===== src/rtl/bin2bcd_seq.sv =====
// Sequential binary-to-BCD converter (double dabble, one bit per clock) with
// saturation at MAX_VAL and a leading-zero blank mask for the digit scanner.
//   state    | meaning
//   S_IDLE   | waiting for start; outputs hold last result
//   S_SHIFT  | add-3 then shift, one input bit per clock
//   S_FINISH | publish accumulator, blank mask and overflow
module bin2bcd_seq #(
  parameter int IN_WIDTH = 14,
  parameter int DIGITS   = 4,
  parameter int MAX_VAL  = 9999
) (
  input  logic                  clock,
  input  logic                  reset,
  input  logic                  start,
  input  logic [IN_WIDTH-1:0]   bin,
  output logic                  busy,
  output logic                  done,
  output logic [4*DIGITS-1:0]   bcd,
  output logic [DIGITS-1:0]     blank,
  output logic                  overflow
);

  localparam int BW = 4 * DIGITS;
  localparam int CW = $clog2(IN_WIDTH + 1);
  localparam logic [IN_WIDTH-1:0] MAX_BIN   = IN_WIDTH'(MAX_VAL);
  localparam logic [CW-1:0]       LAST_CNT  = CW'(IN_WIDTH - 1);
  localparam logic [DIGITS-1:0]   BLANK_RST = {{(DIGITS-1){1'b1}}, 1'b0};

  typedef enum logic [1:0] {S_IDLE, S_SHIFT, S_FINISH} state_t;

  state_t              r_state;
  state_t              w_next;
  logic [IN_WIDTH-1:0] r_bin;
  logic [BW-1:0]       r_acc;
  logic [CW-1:0]       r_count;
  logic                r_ovf;
  logic [BW-1:0]       w_acc_adj;
  logic [DIGITS-1:0]   w_blank;
  logic                w_last;

  always_ff @(posedge clock) begin
    if (reset) r_state <= S_IDLE;
    else       r_state <= w_next;
  end

  always_comb begin
    w_next = r_state;
    case (r_state)
      S_IDLE:   if (start) w_next = S_SHIFT;
      S_SHIFT:  if (w_last) w_next = S_FINISH;
      S_FINISH: w_next = S_IDLE;
      default:  w_next = S_IDLE;
    endcase
  end

  always_comb begin
    busy   = (r_state != S_IDLE);
    w_last = (r_state == S_SHIFT) && (r_count == LAST_CNT);
  end

  // Correct every nibble before the shift so it stays a valid BCD digit.
  always_comb begin
    w_acc_adj = '0;
    for (int d = 0; d < DIGITS; d++) begin
      if (r_acc[4*d +: 4] >= 4'd5) w_acc_adj[4*d +: 4] = r_acc[4*d +: 4] + 4'd3;
      else                         w_acc_adj[4*d +: 4] = r_acc[4*d +: 4];
    end
  end

  always_comb begin
    w_blank = '0;
    w_blank[DIGITS-1] = (r_acc[BW-1 -: 4] == 4'd0);
    for (int d = DIGITS - 2; d >= 1; d--) begin
      w_blank[d] = w_blank[d+1] && (r_acc[4*d +: 4] == 4'd0);
    end
  end

  always_ff @(posedge clock) begin
    if (reset) begin
      r_bin    <= '0;
      r_acc    <= '0;
      r_count  <= '0;
      r_ovf    <= 1'b0;
      bcd      <= '0;
      blank    <= BLANK_RST;
      overflow <= 1'b0;
      done     <= 1'b0;
    end else begin
      done <= 1'b0;
      case (r_state)
        S_IDLE: begin
          if (start) begin
            r_bin   <= (bin > MAX_BIN) ? MAX_BIN : bin;
            r_acc   <= '0;
            r_count <= '0;
            r_ovf   <= (bin > MAX_BIN);
          end
        end
        S_SHIFT: begin
          {r_acc, r_bin} <= {w_acc_adj[BW-2:0], r_bin, 1'b0};
          r_count        <= r_count + CW'(1);
        end
        S_FINISH: begin
          bcd      <= r_acc;
          blank    <= w_blank;
          overflow <= r_ovf;
          done     <= 1'b1;
        end
        default: ;
      endcase
    end
  end

endmodule


===== config.mk =====
export PLATFORM = sky130hd
export DESIGN_NAME = bin2bcd_seq
export DESIGN_NICKNAME = d
export VERILOG_FILES = /design/src/rtl/bin2bcd_seq.sv
export SDC_FILE = /design/constraint.sdc
export NUM_CORES = 1
export LEC_CHECK = 0
export CORE_MARGIN = 2
export CORE_UTILIZATION = 55
export CTS_BUF_LIST = sky130_fd_sc_hd__clkbuf_4
export CTS_CLUSTER_SIZE = 8
export DETAILED_ROUTE_END_ITERATION = 16
export GPL_TIMING_DRIVEN = 0
export PLACE_DENSITY = 0.9
export SKIP_LAST_GASP = 1
export SYNTH_ARGS = -nofsm -noshare
export SYNTH_HDL_FRONTEND = slang
export SYNTH_SLANG_ARGS = --single-unit
export TNS_END_PERCENT = 100

===== constraint.sdc =====
create_clock -name clock -period 2 [get_ports clock]
set_input_delay 0.4 -clock clock [delete_from_list [all_inputs] [get_ports clock]]
set_output_delay 0.4 -clock clock [all_outputs]
set_load 0.05 [all_outputs]

==> run summary, run 1 <==
Status - complete, no violations
Number of detailed-route iterations in the first pass - 5
Final wirelength - 6290 µm
R2R Path Start - r_acc[12]
Cell family with most CP delay - buffers and inverters
DRT iter0 DRCs - 225
DP Wirelength - 4444 µm
Startpoint Class - register
Clock tree root driver cell - clkbuf_4
Max-cap violations - 0
Final ANT Viol Nets - 0
Synthesized area per cell - 8.636 µm²
Endpoints failing hold - 0
Post-Syn Area - 2746 µm²
Setup bufs post-CTS - 0
Leakage power - 1.095 nW
Worst setup EP type - output pin
Global-route wire length before repair - 10590 µm
Num CTS Buffers - 9
Layout cells sized above 1 - 9.756%
Synth Area in Compound Gates - 23.64%
CTS H-tree lvls - 3
WL per Instance - 14.43 µm
Worst hold path startpoint - reset
Initial Util - 57.76%
CP cell instances - clkdlybuf4s50_1
Post-Synthesis Cells - 318
Die Y - 74.67 µm
Via/cell ratio - 5.796
Number of synthesis warnings - 0
Vias in the first global route - 2303
Slack of the worst reg-to-reg path - 310 ps
Final Max Tran Viols - 0
CTS Buffer Depth - 2
Pre-CTS setup slack - -85.20 ps
Worst Tran Pin Value - 544.7 ps
GRT Total Usage - 24.91%
Worst clock skew - 10.49 ps
Worst Setup Slack, final - 40.30 ps
Period Utilization, post-route - 97.99%
Chip Width - 74.67 µm
Fmax achieved - 0.5103 GHz
Arrival time at the worst endpoint - 1560 ps
Critical path buffers and inverters - 1
Post-synth cell types - 48
R2R cell count - 5
Vias - 2527
Die area - 5575 µm²
Combinational family with the most area after synthesis - compound AO/OA/AOI/OAI gates
Final setup viols - 0
Total negative slack - 0 ps
Fillers - 424
Mux contribution to synthesized area - 0%
Setup CP Type - register to output pin
Synth Area in XOR/XNOR - 0.6378%
Relative slew slack - 63.53%
RSZ-0062 raised after global routing - no
Synth Area in Adders - 5.467%
Req. time, crit path - 1600 ps
Worst-path maximum fanout - 2
Overflow after GRT - 0
Clk sinks - 58
#FFs+latches synth - 58
Crit Reg-Reg Endpoint - blank[1]
Final GP Congestion - 0.9279
Final Cell Area - 3299 µm²
Area Overhead vs Synth - 20.14%
# DRC - 0
Crit path launch - blank[1]
Core area - 4755 µm²
VDD IR max - 0.3131 mV
Layout Utilization - 69.39%
Diode count - 0
NumNets Final - 395
Power Total - 2.108 mW
Post-synth EDFFs - 0
Crit path depth - 1
Rows - 25
Worst path slowest cell - clkdlybuf4s50_1
Power Dens Cells - 638.8 nW/µm²
Post-Syn Nets - 347
Largest net degree at the start of global routing - 11
CTS tree - done
Post-synthesis sequential area ratio - 42.28%
Clk slew on worst S/H paths - 90 ps
Crit path largest cell delay - 810 ps
Simple-gate share of the synthesized area - 21.00%
Cell Area, Placed - 3201 µm²
Port bufs - 37
Initial antenna violation count - 0
Tmin final - 1960 ps
Async SR Flop Fraction - 0%
Worst skew pair latency - 400 ps
Synth Flop Type - dfxtp_1
Hold Path Class - input pin to register
Io pins - 40
Worst Setup EP - blank[1]
worst reg2reg max path: cells and delay by family (launching register included):
family	cells	cell delay [ps]
buf+inv	1	120
compound gates	1	190
fa+ha+maj	1	210
simple gates	2	780
flops	1	350
power breakdown:
group | switching (mW) | internal [mW]
clock | 0.390 | 0.296
sequential | 0.0207 | 1.18
combinational | 0.131 | 0.0872
total | 0.542 | 1.57
Yosys cell counts, types with 2 or more instances:
cell        n  area, µm²
inv_1      21      78.83
and4_1      2      17.52
o2111ai_1   8      70.07
o221ai_1    6      52.55
dfxtp_1    58       1161
clkbuf_1    5      18.77
o21a_1      5      37.54
a22oi_1     7      52.55
a21oi_1    38      190.2
buf_4       3      22.52
nand2b_1    7      43.79
or3b_1      2      17.52
ha_1       12      150.1
o211ai_1   12      90.09
nor2b_1     8      50.05
o21ai_0     8      40.04
nand3_1    18      90.09
nor2_1      6      22.52
nand4_1     6      37.54
nand2_1    39      146.4
buf_2      12      60.06
nor4b_1     4      35.03
nor3_1      5      25.02
o2bb2ai_1   2      17.52
per-stage QoR:
| stage | hold slack (ps) | cells |
|---|---|---|
| 3_3_place_gp | 441.3 | 422 |
| 6_report | 359.8 | 436 |
| 5_1_grt | 371.4 | 436 |
| 2_1_floorplan | 428.7 | 318 |
| 4_1_cts | 354.0 | 436 |
| 3_5_place_dp | 447.2 | 422 |
worst min-delay path by stage:
stage                     endpoint  slack [ps]  cells past startpoint
after global placement     bcd[13]         440                      2
after CTS                 r_acc[4]         350                      2
final                     r_acc[4]         360                      2
after floorplan           overflow         430                      2
after global routing      r_acc[4]         370                      2
after detailed placement   bcd[15]         450                      2
per-layer routing:
layer  global-route usage [%]  vias to the layer above  wire [µm]
met1                    32.07                     1191       2849
li1                         -                     1244          -
met2                    39.23                       80       3033
met4                    14.48                        0         86
met3                    4.685                       12        320
met5                        0                        -          0
state kept, by name, summed over array words and instances, names as in the netlist:
name	cells
r_acc	16
bcd	16
overflow	1
r_state	2
r_bin	14
r_count	4
done	1
blank	3
r_ovf	1
cell families (layout without fill, tap and decap cells):
| logic type | Yosys count | count (layout) |
|---|---|---|
| AOI/OAI and AO/OA | 96 | 96 |
| xor gates and xnor gates | 2 | 2 |
| and+or+nand+nor | 106 | 106 |
| DFF | 58 | 58 |
| buffers and inverters | 43 | 94 |
| adders and majority gates | 12 | 12 |
| other | 1 | 1 |
area by class of cell:
type / count / area, µm² / area share, %
plain buffers: 21 / 107.6 / 3.261
multi-input cells: 217 / 1398 / 42.36
inverters: 22 / 82.58 / 2.503
flip-flops and latches: 58 / 1161 / 35.19
repair buffers: 37 / 365.4 / 11.07
clock buffers: 13 / 97.59 / 2.958
clock inverters: 1 / 3.754 / 0.1138
well taps: 67 / 83.83 / 2.541
placed cells by master, fill, tap and decap left out, types with 2 or more instances in the layout:
| cell | n |
|---|---|
| nand2b_1 | 7 |
| o211ai_1 | 12 |
| a22oi_1 | 7 |
| o21ai_0 | 8 |
| inv_1 | 21 |
| buf_4 | 3 |
| clkbuf_1 | 5 |
| o21a_1 | 5 |
| o2111ai_1 | 8 |
| dfxtp_1 | 58 |
| o2bb2ai_1 | 2 |
| nand4_1 | 6 |
| buf_2 | 12 |
| clkbuf_4 | 14 |
| or3b_1 | 2 |
| nor4b_1 | 4 |
| o221ai_1 | 6 |
| clkdlybuf4s50_1 | 36 |
| nor2_1 | 6 |
| nor2b_1 | 8 |
| ha_1 | 12 |
| and4_1 | 2 |
| clkinv_1 | 2 |
| nand3_1 | 18 |
| a21oi_1 | 38 |
| nor3_1 | 5 |
| nand2_1 | 39 |
repair_timing:
action,in CTS,in global routing
gates resized for setup,5,1
setup endpoints to repair,1,1
hold buffers,0,0
No activity file was read; power rests on OpenSTA's default activity.
==> run 2, diff against run 1 <==
--- a/config.mk
+++ b/config.mk
@@ -8,6 +8,7 @@
 export CORE_MARGIN = 2
 export CORE_UTILIZATION = 55
 export CTS_BUF_LIST = sky130_fd_sc_hd__clkbuf_4
+export CTS_CLUSTER_DIAMETER = 200
 export CTS_CLUSTER_SIZE = 8
 export DETAILED_ROUTE_END_ITERATION = 16
 export GPL_TIMING_DRIVEN = 0
==> results of run 2 <==
The final DEF is identical to that of run 1; final timing and power are the same.
